[src/rtl/alu_share_arbiter_if.sv]
// Handshake bundle between the requesters/result consumer and the shared ALU arbiter.
// The master side drives requests and result acceptance; the slave side is the arbiter.
interface alu_share_arbiter_if #(
    parameter int WIDTH = 8,
    parameter int NREQ  = 4
);
    logic [NREQ-1:0]       req_valid;
    logic [NREQ-1:0]       req_ready;
    logic [NREQ*WIDTH-1:0] req_a;
    logic [NREQ*WIDTH-1:0] req_b;
    logic [NREQ*2-1:0]     req_op;
    logic                  res_valid;
    logic                  res_ready;
    logic [WIDTH-1:0]      res_data;
    logic                  res_flag;
    logic [1:0]            res_id;
    logic [15:0]           op_count;

    modport master (
        output req_valid, req_a, req_b, req_op, res_ready,
        input  req_ready, res_valid, res_data, res_flag, res_id, op_count
    );

    modport slave (
        input  req_valid, req_a, req_b, req_op, res_ready,
        output req_ready, res_valid, res_data, res_flag, res_id, op_count
    );
endinterface

[src/rtl/alu_share_arbiter.sv]
// Round-robin arbiter sharing one ADD/SUB/AND/XOR ALU among four requesters.
// One grant per cycle into a single registered result slot with backpressure.
module alu_share_arbiter #(
    parameter int WIDTH = 8,
    parameter int NREQ  = 4
) (
    input  logic                clk,
    input  logic                rst,
    alu_share_arbiter_if.slave  bus
);

    logic [1:0]       ptr_r;
    logic             res_valid_r;
    logic [WIDTH-1:0] res_data_r;
    logic             res_flag_r;
    logic [1:0]       res_id_r;
    logic [15:0]      op_count_r;

    logic             slot_free_s;
    logic             grant_found_s;
    logic [1:0]       grant_id_s;
    logic             accept_s;
    logic [NREQ-1:0]  req_ready_s;
    logic [WIDTH-1:0] a_arr_s [NREQ];
    logic [WIDTH-1:0] b_arr_s [NREQ];
    logic [1:0]       op_arr_s [NREQ];
    logic [WIDTH-1:0] sel_a_s;
    logic [WIDTH-1:0] sel_b_s;
    logic [1:0]       sel_op_s;
    logic [WIDTH:0]   alu_res_s;

    // MSB of the WIDTH+1-bit result carries the ADD carry-out or the SUB borrow.
    function automatic logic [WIDTH:0] alu_f(
        input logic [WIDTH-1:0] a,
        input logic [WIDTH-1:0] b,
        input logic [1:0]       op
    );
        logic [WIDTH:0] r;
        r = {(WIDTH+1){1'b0}};
        case (op)
            2'b00:   r = {1'b0, a} + {1'b0, b};
            2'b01:   r = {1'b0, a} - {1'b0, b};
            2'b10:   r = {1'b0, a & b};
            2'b11:   r = {1'b0, a ^ b};
            default: r = {(WIDTH+1){1'b0}};
        endcase
        return r;
    endfunction

    assign slot_free_s = ~res_valid_r | bus.res_ready;

    // Round-robin search starting at ptr_r for the first valid requester.
    always_comb begin
        logic [1:0] cand_id;
        logic       take;
        grant_found_s = 1'b0;
        grant_id_s    = 2'd0;
        cand_id       = 2'd0;
        take          = 1'b0;
        for (int k = 0; k < NREQ; k++) begin
            cand_id       = ptr_r + 2'(k);
            take          = ~grant_found_s & bus.req_valid[cand_id];
            grant_id_s    = take ? cand_id : grant_id_s;
            grant_found_s = grant_found_s | take;
        end
    end

    // Grant is suppressed while reset is held so nothing is accepted into a clearing slot.
    assign accept_s    = slot_free_s & grant_found_s & ~rst;
    assign req_ready_s = accept_s ? ({{(NREQ-1){1'b0}}, 1'b1} << grant_id_s) : {NREQ{1'b0}};

    // Unpack the per-requester operand buses into indexable arrays.
    always_comb begin
        for (int k = 0; k < NREQ; k++) begin
            a_arr_s[k]  = bus.req_a[k*WIDTH +: WIDTH];
            b_arr_s[k]  = bus.req_b[k*WIDTH +: WIDTH];
            op_arr_s[k] = bus.req_op[k*2 +: 2];
        end
    end

    assign sel_a_s   = a_arr_s[grant_id_s];
    assign sel_b_s   = b_arr_s[grant_id_s];
    assign sel_op_s  = op_arr_s[grant_id_s];
    assign alu_res_s = alu_f(sel_a_s, sel_b_s, sel_op_s);

    // Result slot, rotation pointer and handshake counter.
    always_ff @(posedge clk or posedge rst) begin
        if (rst) begin
            ptr_r       <= 2'd0;
            res_valid_r <= 1'b0;
            res_data_r  <= {WIDTH{1'b0}};
            res_flag_r  <= 1'b0;
            res_id_r    <= 2'd0;
            op_count_r  <= 16'd0;
        end else begin
            if (accept_s) begin
                res_data_r  <= alu_res_s[WIDTH-1:0];
                res_flag_r  <= alu_res_s[WIDTH];
                res_id_r    <= grant_id_s;
                res_valid_r <= 1'b1;
                ptr_r       <= grant_id_s + 2'd1;
            end else if (slot_free_s) begin
                res_valid_r <= 1'b0;
            end else begin
                res_valid_r <= res_valid_r;
            end
            if (res_valid_r && bus.res_ready) begin
                op_count_r <= op_count_r + 16'd1;
            end else begin
                op_count_r <= op_count_r;
            end
        end
    end

    assign bus.req_ready = req_ready_s;
    assign bus.res_valid = res_valid_r;
    assign bus.res_data  = res_data_r;
    assign bus.res_flag  = res_flag_r;
    assign bus.res_id    = res_id_r;
    assign bus.op_count  = op_count_r;

endmodule

[src/flat_wrapper.sv]
// flat-port wrapper written by rule: the top's interface ports become plain ports
module alu_share_arbiter_flat 
#(
    parameter int WIDTH = 8,
    parameter int NREQ  = 4
)
  (clk, rst, bus_req_valid, bus_req_a, bus_req_b, bus_req_op, bus_res_ready, bus_req_ready, bus_res_valid, bus_res_data, bus_res_flag, bus_res_id, bus_op_count);
  alu_share_arbiter_if #(.WIDTH(WIDTH), .NREQ(NREQ)) bus_i ();
  input  logic clk;
  input  logic rst;
  input wire logic [$bits(bus_i.req_valid)-1:0] bus_req_valid;
  input wire logic [$bits(bus_i.req_a)-1:0] bus_req_a;
  input wire logic [$bits(bus_i.req_b)-1:0] bus_req_b;
  input wire logic [$bits(bus_i.req_op)-1:0] bus_req_op;
  input wire logic [$bits(bus_i.res_ready)-1:0] bus_res_ready;
  output wire logic [$bits(bus_i.req_ready)-1:0] bus_req_ready;
  output wire logic [$bits(bus_i.res_valid)-1:0] bus_res_valid;
  output wire logic [$bits(bus_i.res_data)-1:0] bus_res_data;
  output wire logic [$bits(bus_i.res_flag)-1:0] bus_res_flag;
  output wire logic [$bits(bus_i.res_id)-1:0] bus_res_id;
  output wire logic [$bits(bus_i.op_count)-1:0] bus_op_count;
  assign bus_i.req_valid = bus_req_valid;
  assign bus_i.req_a = bus_req_a;
  assign bus_i.req_b = bus_req_b;
  assign bus_i.req_op = bus_req_op;
  assign bus_i.res_ready = bus_res_ready;
  assign bus_req_ready = bus_i.req_ready;
  assign bus_res_valid = bus_i.res_valid;
  assign bus_res_data = bus_i.res_data;
  assign bus_res_flag = bus_i.res_flag;
  assign bus_res_id = bus_i.res_id;
  assign bus_op_count = bus_i.op_count;
  alu_share_arbiter #(.WIDTH(WIDTH), .NREQ(NREQ)) u_core (.clk(clk), .rst(rst), .bus(bus_i));
endmodule
[config.mk]
export PLATFORM = sky130hd
export DESIGN_NAME = alu_share_arbiter_flat
export DESIGN_NICKNAME = d
export VERILOG_FILES = /design/src/rtl/alu_share_arbiter_if.sv /design/src/rtl/alu_share_arbiter.sv /design/src/flat_wrapper.sv
export SDC_FILE = /design/constraint.sdc
export NUM_CORES = 1
export LEC_CHECK = 0
export CORE_ASPECT_RATIO = 0.5
export CORE_MARGIN = 2
export CORE_UTILIZATION = 47
export DETAILED_ROUTE_END_ITERATION = 6
export GPL_TIMING_DRIVEN = 0
export PLACE_DENSITY = 0.85
export SYNTH_ARGS = -nofsm -noshare
export SYNTH_HDL_FRONTEND = slang
export SYNTH_SLANG_ARGS = --single-unit
[constraint.sdc]
create_clock -name clk -period 7.7 [get_ports clk]
set_clock_uncertainty 0.05 [all_clocks]
set_input_delay 1.155 -clock clk [delete_from_list [all_inputs] [get_ports clk]]
set_output_delay 1.155 -clock clk [all_outputs]
set_load 0.02 [all_outputs]
==> flow_metrics.tcl, run 1 <==
set metrics [dict create \
    status "finished, final reports clean" \
    fillers 420 \
    ctsHoldBuffers 0 \
    tns_ns 0 \
    synthAdderAreaFrac 0.109 \
    ys_seq_area_frac 0.276 \
    crit_family "compound AO/OA/AOI/OAI gates" \
    synthFlopType "dfrtp_1" \
    drtIter0Drc 134 \
    via_per_inst 5.41 \
    vias 2711 \
    p_leak_uw 0.00182 \
    critical_path_class "primary input to flip-flop" \
    relSlewSlack 0.258 \
    cpMostUsedCell "clkbuf_1" \
    crit_slowest_cell "clkdlybuf4s50_1" \
    final_nets 530 \
    cts_sinks 30 \
    first_pass_iters 4 \
    drc 0 \
    ys_seq_elements 30 \
    hold_viol_final 0 \
    required_ns 7.79 \
    synthMuxAreaShare 0.151 \
    grt_pass1_vias 2718 \
    start_util 0.491 \
    cpPeakStageDelay_ns 0.55 \
    cts_resized 0 \
    grt_max_degree 32 \
    yosys_warnings 0 \
    fin_crit_sh 0.738 \
    grt_pass1_wl_mm 12.8 \
    async_reset_ff_frac 1.00 \
    io-pin-count 111 \
    maxCapViolCount 0 \
    postCtsSetupRepairBufs 0 \
    die_area_mm2 0.00644 \
    antenna_found_initial 0 \
    avgSynthCellArea_um2 8.74 \
    drive_gt1_frac 0.0514 \
    hold_class "flip-flop to flip-flop" \
    avgRoutedWirePerCell_um 15.3 \
    worstPathMaxFanout 11 \
    areaGrowthSynthToFinish_pct 50.1 \
    syn_inst 311 \
    rsz0062_at_grt "false" \
    period_needed_ns 5.68 \
    post-route-cell-area_mm2 0.00408 \
    die_y_um 57.8 \
    path_cells "clkdlybuf4s50_1, or3b_1, o221a_4, inv_6, buf_8, clkbuf_1, clkbuf_1, nand2_1, a31oi_1, ha_1, a21o_1, a21oi_1, o21ai_0, o41ai_1, or4_1, o221ai_1, a211o_1" \
    timing.fmax_mhz 176 \
    placed_area_mm2 0.00391 \
    path_clk_slew_ns 0.05 \
    core_area_mm2 0.00554 \
    synth-compound-area-share 0.134 \
    antenna_cells 0 \
    cts_made_buffers 5 \
    powerDensity_mw_per_mm2 337 \
    grt_use_total 0.245 \
    setup_viol 0 \
    gr-total-overflow 0 \
    h-tree-depth 2 \
    fp.dieW_um 112 \
    synth_xor_xnor_area_share 0.0870 \
    ant_nets 0 \
    synth_top_family_by_area "simple AND/OR/NAND/NOR gates" \
    cts_tree "built" \
    worst_pin_slew_ns 1.11 \
    ys_types 47 \
    clock-root-buffer "clkbuf_16" \
    arrival_ns 5.78 \
    worstSetupStartpointType "primary input" \
    wirelength_mm 7.68 \
    synth_edf_count 0 \
    final_max_slew_viol_count 0 \
    synth_fp_nets 413 \
    vdd_ir_drop_max_mv 0.219 \
    hpwl_mm 6.21 \
    io_buffers 110 \
    synthSimpleGateAreaFrac 0.198 \
    worst-path-buf-inv 5 \
    end_kind "flip-flop" \
    cts_max_path_buffers 2 \
    netlist_area_mm2 0.00272 \
    total_power_uw 1380 \
    gp_congestion 0.846 \
    clk_latency_ns 0.27 \
    rows 19 \
]
==> report_power, final <==
group	leakage, uW	switching (uW)	internal (uW)	total [uW]
Sequential	0.000383	40.0	203	243
Combinational	0.00136	490	423	914
Clock	0.0000829	60.8	159	220
Total	0.00182	591	785	1380
==> registers in the layout, summed over array words and instances (netlist names) <==
register	cells
u_core.ptr_r	2
u_core.bus.res_flag	1
u_core.bus.res_id	2
u_core.bus.op_count	16
u_core.bus.res_data	8
u_core.bus.res_valid	1
==> layout by cell type, fill, tap and decap left out, types with 2 or more instances in the layout <==
cell type and n:
clkdlybuf4s50_1 110, nand2_1 55, mux2i_1 36, dfrtp_1 30, ha_1 22, xnor2_1 18, nor2_1 16, o21ai_0 15
clkbuf_1 10, nand3_1 10, a21oi_1 10, xor2_1 9, and3_1 8, and2_1 7, a31oi_1 7, inv_1 6
nor2b_1 5, a21o_1 5, clkbuf_16 5, nand4_1 4, o41ai_1 3, nor3_1 3, nand2b_1 2, buf_8 2
buf_2 2, mux2_2 2, mux2i_2 2
==> routing by layer <==
layer	track usage	up-vias	part of all wire
li1	-	1329	-
met1	0.327	1269	0.45
met2	0.422	101	0.46
met3	0.0471	12	0.074
met4	0.0564	0	0.010
met5	0	-	0
==> cell families after synthesis <==
logic type	Yosys count
and+or+nand+nor	116
DFF	30
xor gates and xnor gates	27
muxes	40
adders and majority gates	23
buffers and inverters	23
AOI/OAI and AO/OA	52
==> synth_stat cells (3+ instances only) <==
cell type / n / share of area
nand2_1: 55 / 0.076
mux2i_1: 36 / 0.13
dfrtp_1: 30 / 0.28
ha_1: 22 / 0.10
xnor2_1: 18 / 0.058
nor2_1: 16 / 0.022
o21ai_0: 15 / 0.028
a21oi_1: 10 / 0.018
clkbuf_1: 10 / 0.014
nand3_1: 10 / 0.018
xor2_1: 9 / 0.029
and3_1: 8 / 0.018
a31oi_1: 7 / 0.016
and2_1: 7 / 0.016
inv_1: 6 / 0.0083
a21o_1: 5 / 0.014
nor2b_1: 5 / 0.012
nand4_1: 4 / 0.0092
nor3_1: 3 / 0.0055
o41ai_1: 3 / 0.0097
==> path summary, 6_finish.rpt <==
check                                                    startpoint                             endpoint  slack [ns]  cells past startpoint
worst max-delay path                               bus_req_valid[2]      u_core.bus.res_flag$_DFFE_PP0P_        2.02                     17
worst min-delay path            u_core.bus.op_count[15]$_DFFE_PP0P_  u_core.bus.op_count[15]$_DFFE_PP0P_        0.42                      1
worst max register to register          u_core.ptr_r[1]$_DFFE_PP0P_      u_core.bus.res_flag$_DFFE_PP0P_        2.99                     16
worst min register to register  u_core.bus.op_count[15]$_DFFE_PP0P_  u_core.bus.op_count[15]$_DFFE_PP0P_        0.42                      1
max in group asynchronous                                       rst          u_core.ptr_r[0]$_DFFE_PP0P_        5.50                      2
min in group asynchronous                                       rst   u_core.bus.res_data[6]$_DFFE_PP0P_        1.43                      2
==> stage by stage <==
step	util	instances	worst slack [ns]	hold WS [ns]
after detailed placement	0.706	494	1.80	0.417
after floorplan	-	311	3.06	0.495
after global routing	0.736	501	1.72	0.436
after global placement	0.706	494	1.98	0.403
final	0.736	501	2.02	0.421
after CTS	0.736	501	2.06	0.423
==> final cells by class <==
class                   count  area [um^2]  share of cell area
repair buffers            110         1100               0.270
flip-flops and latches     30          751               0.184
clock inverters             1         30.0             0.00736
well taps                  73         91.3              0.0224
clock buffers               6          139              0.0340
inverters                   8         35.0             0.00859
plain buffers              15         88.8              0.0218
multi-input cells         258         1840               0.452
(Power assumes the default switching activity.)
==> run 2: changes to the inputs <==
Settings changed: CORE_UTILIZATION 47 to 40, PLACE_DENSITY 0.85 to 0.77.
Clock period 7.7 ns to 5.1 ns, I/O delays scaled along.
==> flow_metrics.tcl, run 2 (synthesis gave the netlist of run 1 again) <==
set metrics [dict create \
    drive_gt1_frac 0.0766 \
    maxCapViolCount 0 \
    grt_use_total 0.203 \
    hold_class "flip-flop to flip-flop" \
    grt_pass1_vias 2499 \
    status "finished, final reports clean" \
    fin_crit_sh 0.969 \
    rsz0062_at_grt "true" \
    vdd_ir_drop_max_mv 0.290 \
    cp-startpoint "bus_req_valid[2]" \
    path_cells "clkdlybuf4s50_1, or3b_1, o221a_4, inv_6, buf_8, mux2i_2, mux2i_2, inv_1, ha_2, nand3_1, a2111oi_4, nor2_1, xnor2_1, ha_2, nor3_1, nor2_1, o41ai_2, or4_1, o221ai_1, a211o_1" \
    core_area_mm2 0.00662 \
    r2r_cells 19 \
    clk_latency_ns 0.26 \
    pre_cts_ws_ns -0.324 \
    critical_path_class "primary input to flip-flop" \
    period_needed_ns 4.94 \
    drtIter0Drc 111 \
    final_nets 533 \
    final_common_cell "clkdlybuf4s50_1" \
    timing.fmax_mhz 202 \
    worstHoldStart "u_core.bus.res_data[0]$_DFFE_PP0P_" \
    cts_tree "built" \
    crit_slowest_cell "clkdlybuf4s50_1" \
    fp.dieW_um 121 \
    hpwl_mm 5.91 \
    relSlewSlack 0.525 \
    p_leak_uw 0.00182 \
    tns_ns 0 \
    multi_input_area_mm2 0.00189 \
    areaGrowthSynthToFinish_pct 52.3 \
    wirelength_mm 7.64 \
    cts_max_path_buffers 2 \
    end_kind "flip-flop" \
    drc 0 \
    die_area_mm2 0.00751 \
    rows 21 \
    setup_viol 0 \
    gr-total-overflow 0 \
    io-pin-count 111 \
    seq_area_um2 751 \
    worstSetupStartpointType "primary input" \
    cpPeakStageDelay_ns 0.54 \
    grt_pass1_wl_mm 12.3 \
    reg2reg_from "u_core.ptr_r[1]$_DFFE_PP0P_" \
    antenna_found_initial 0 \
    clock-root-buffer "clkbuf_16" \
    min_path_cells 2 \
    antenna_cells 0 \
    internal_power_uw 1150 \
    die_y_um 62.3 \
    io_buffers 110 \
    cts_sinks 30 \
    setup_ws_ns 0.158 \
    path_clk_slew_ns 0.05 \
    min_to "u_core.bus.res_data[0]$_DFFE_PP0P_" \
    reg2reg_slack_ns 0.71 \
    comb_power_share 0.693 \
    via_per_inst 5.01 \
    hold_viol_final 0 \
    seqPwrFrac 0.179 \
    vias 2620 \
    fillers 573 \
    worstPathMaxFanout 10 \
    arrival_ns 5.08 \
    grt_max_degree 32 \
    power.switching_uw 899 \
    largest_reg_flops 16 \
    start_util 0.410 \
    timing.rr.end "u_core.bus.res_flag$_DFFE_PP0P_" \
    ant_nets 0 \
    powerDensity_mw_per_mm2 494 \
    avgRoutedWirePerCell_um 14.6 \
    worst_pin_slew_ns 0.692 \
    cts_made_buffers 5 \
    first_pass_iters 4 \
    final_max_slew_viol_count 0 \
    required_ns 5.24 \
    power_frac_clock 0.129 \
    layout_common_cells "110 x clkdlybuf4s50_1, 55 x nand2_1, 32 x mux2i_1" \
    gp_congestion 0.922 \
    swShare 0.439 \
    h-tree-depth 2 \
    ctsHoldBuffers 0 \
]
## run 2: worst max-delay path by stage
stage	endpoint	slack [ns]	cells past startpoint
3_3_place_gp	u_core.bus.res_flag$_DFFE_PP0P_	-0.32	17
6_report	u_core.bus.res_flag$_DFFE_PP0P_	0.16	20
4_1_cts	u_core.bus.res_flag$_DFFE_PP0P_	0.01	18
5_1_grt	u_core.bus.res_flag$_DFFE_PP0P_	-0.07	18
3_5_place_dp	u_core.bus.res_flag$_DFFE_PP0P_	-0.32	17
2_1_floorplan	u_core.bus.res_flag$_DFFE_PP0P_	0.85	16
## run 2: area by class of cell
class	instances	share of cell area
clock buffer	7	0.0320
buffer	15	0.0221
multi-input combinational	258	0.456
timing repair buffer	113	0.271
tap	92	0.0278
inverter	8	0.00937
sequential	30	0.181
## run 2: stage by stage
stage               cell area [um^2]  power, uW  cells  utilization  hold slack, ns
floorplan                       2720       1320    311            -           0.495
global placement                3930       1710    513        0.594           0.404
detailed placement              3930       1720    513        0.594           0.414
CTS                             4070       2010    520        0.614           0.420
global route                    4140       2220    523        0.625           0.442
finish                          4140       2050    523        0.625           0.418
## run 2: layer usage
layer	wire, um	part of all wire	GRT usage	vias to the layer above
li1	-	-	-	1335
met5	0	0	0	-
met3	563	0.074	0.0460	6
met4	40	0.0052	0.0363	0
met2	3350	0.44	0.325	77
met1	3680	0.48	0.285	1202
## run 2: critical path: cells and delay by family
family | cells | cell delay (ns)
AOI/OAI and AO/OA | 5 | 1.08
buffers and inverters | 4 | 0.93
muxes | 2 | 0.40
adders and majority gates | 2 | 0.58
and+or+nand+nor | 6 | 1.17
xor gates and xnor gates | 1 | 0.14
## run 2: power groups by stage
stage	clock network [uW]	logic [uW]	registers (uW)
global route	287	1560	376
global placement	0	1340	367
finish	263	1420	366
floorplan	0	888	434
detailed placement	0	1350	369
CTS	272	1370	367
## run 2: repair_timing
action                                  4_1_cts  5_1_grt
endpoints found under the setup margin        1        5
buffers inserted                              0        3
resized for setup                             1       12
pin swaps                                     0        1
==> run 3: changes to the inputs <==
Settings changed: CORE_MARGIN 2 to 1.
==> flow_metrics.tcl, run 3 (synthesis gave the netlist of run 1 again) <==
set metrics [dict create \
    drive_gt1_frac 0.0855 \
    critical_path_class "primary input to flip-flop" \
    crit_family "compound AO/OA/AOI/OAI gates" \
    ctsHoldBuffers 0 \
    cpPeakStageDelay_ns 0.56 \
    io-pin-count 111 \
    arrival_ns 4.97 \
    die_area_mm2 0.00715 \
    worst-path-buf-inv 5 \
    die_y_um 60.3 \
    timing.fmax_mhz 205 \
    final_max_slew_viol_count 0 \
    stdcell_count 521 \
    r2r_cells 20 \
    place_inst 509 \
    p_leak_uw 0.00185 \
    cts_tree "built" \
    drtIter0Drc 93 \
    status "finished, final reports clean" \
    grt_max_degree 32 \
    via_per_inst 5.22 \
    cts_sinks 30 \
    relSlewSlack 0.235 \
    worst_pin_slew_ns 1.15 \
    wirelength_mm 8.02 \
    largest_reg_flops 16 \
    worstPathMaxFanout 10 \
    cts_max_path_buffers 2 \
    antenna_found_initial 0 \
    hpwl_mm 6.27 \
    hold_viol_final 0 \
    grt_pass1_vias 2750 \
    vias 2718 \
    seq_area_um2 751 \
    maxCapViolCount 0 \
    core_area_mm2 0.00631 \
    period_needed_ns 4.88 \
    setup_viol 0 \
    crit_slowest_cell "clkdlybuf4s50_1" \
    worst-path-stages 21 \
    grt_use_total 0.227 \
    powerDensity_mw_per_mm2 512 \
    rows 20 \
    layout_common_cells "110 x clkdlybuf4s50_1, 55 x nand2_1, 33 x mux2i_1" \
    hold_class "flip-flop to flip-flop" \
    clock-root-buffer "clkbuf_16" \
    multi_input_area_mm2 0.00189 \
    total_power_uw 2130 \
    reg2reg_from "u_core.ptr_r[1]$_DFFE_PP0P_" \
    ant_nets 0 \
    clk_latency_ns 0.27 \
    final_nets 534 \
    start_util 0.431 \
    worstSetupStartpointType "primary input" \
    setup_ws_ns 0.223 \
    tns_ns 0 \
    reg2reg_slack_ns 0.80 \
    drc 0 \
    h-tree-depth 2 \
    end_kind "flip-flop" \
    utilization 0.660 \
    required_ns 5.19 \
    pre_cts_ws_ns -0.443 \
    io_buffers 110 \
    final_common_cell "clkdlybuf4s50_1" \
    gp_congestion 0.861 \
    cp-startpoint "bus_req_valid[2]" \
    grt_pass1_wl_mm 12.8 \
    gr-total-overflow 0 \
    fp.dieW_um 119 \
    vdd_ir_drop_max_mv 0.270 \
    endpoint "u_core.bus.res_flag$_DFFE_PP0P_" \
    first_pass_iters 4 \
    avgRoutedWirePerCell_um 15.4 \
    fin_crit_sh 0.956 \
    timing.rr.end "u_core.bus.res_flag$_DFFE_PP0P_" \
    antenna_cells 0 \
    cts_made_buffers 5 \
    path_cells "clkdlybuf4s50_1, or3b_1, o221a_4, inv_6, buf_8, mux2i_1, mux2i_2, inv_1, ha_1, nand3_1, a2111oi_4, nor2_1, xnor2_1, ha_2, nor3_1, nor2_1, o41ai_2, buf_4, nand3_1, o221ai_1, a211o_1" \
    path_clk_slew_ns 0.05 \
    fillers 550 \
    areaGrowthSynthToFinish_pct 53.2 \
]
[run 3: timing repair]
action | in CTS | in global routing
gates resized for setup | 2 | 11
setup buffers | 0 | 5
endpoints found under the setup margin | 1 | 1
hold endpoints to repair | 0 | 0
pin swaps | 0 | 3
[run 3: worst min path at each step]
| stage | from | end | slack [ns] | cells past startpoint |
|---|---|---|---|---|
| floorplan | u_core.ptr_r[0]$_DFFE_PP0P_ | u_core.ptr_r[0]$_DFFE_PP0P_ | 0.49 | 2 |
| global placement | u_core.bus.res_data[0]$_DFFE_PP0P_ | u_core.bus.res_data[0]$_DFFE_PP0P_ | 0.40 | 2 |
| detailed placement | u_core.bus.res_data[0]$_DFFE_PP0P_ | u_core.bus.res_data[0]$_DFFE_PP0P_ | 0.42 | 2 |
| CTS | u_core.bus.res_data[0]$_DFFE_PP0P_ | u_core.bus.res_data[0]$_DFFE_PP0P_ | 0.43 | 2 |
| global route | u_core.bus.op_count[15]$_DFFE_PP0P_ | u_core.bus.op_count[15]$_DFFE_PP0P_ | 0.44 | 1 |
| finish | u_core.bus.op_count[15]$_DFFE_PP0P_ | u_core.bus.op_count[15]$_DFFE_PP0P_ | 0.42 | 1 |
[run 3: layout make-up]
| class | count | share of cell area |
|---|---|---|
| clock buffers | 6 | 0.0334 |
| well taps | 88 | 0.0265 |
| repair buffers | 115 | 0.274 |
| plain buffers | 14 | 0.0210 |
| multi-input cells | 258 | 0.454 |
| flip-flops and latches | 30 | 0.180 |
| inverters | 8 | 0.00842 |
| clock inverters | 2 | 0.00301 |
[run 3: stage by stage]
stage / area (um^2) / hold slack, ns
floorplan: 2720 / 0.495
global placement: 3930 / 0.404
detailed placement: 3930 / 0.416
CTS: 4090 / 0.430
global route: 4160 / 0.438
finish: 4160 / 0.424
[run 3: metal layers]
metal | vias to the layer above | track usage | share of wire
met5 | - | 0 | 0
met4 | 0 | 0.0669 | 0.012
met3 | 10 | 0.0363 | 0.058
met2 | 91 | 0.423 | 0.47
met1 | 1275 | 0.277 | 0.46
li1 | 1342 | - | -
[run 3: where the power goes]
part | switching [uW] | internal (uW)
clock | 105 | 193
sequential | 59.0 | 306
combinational | 773 | 694
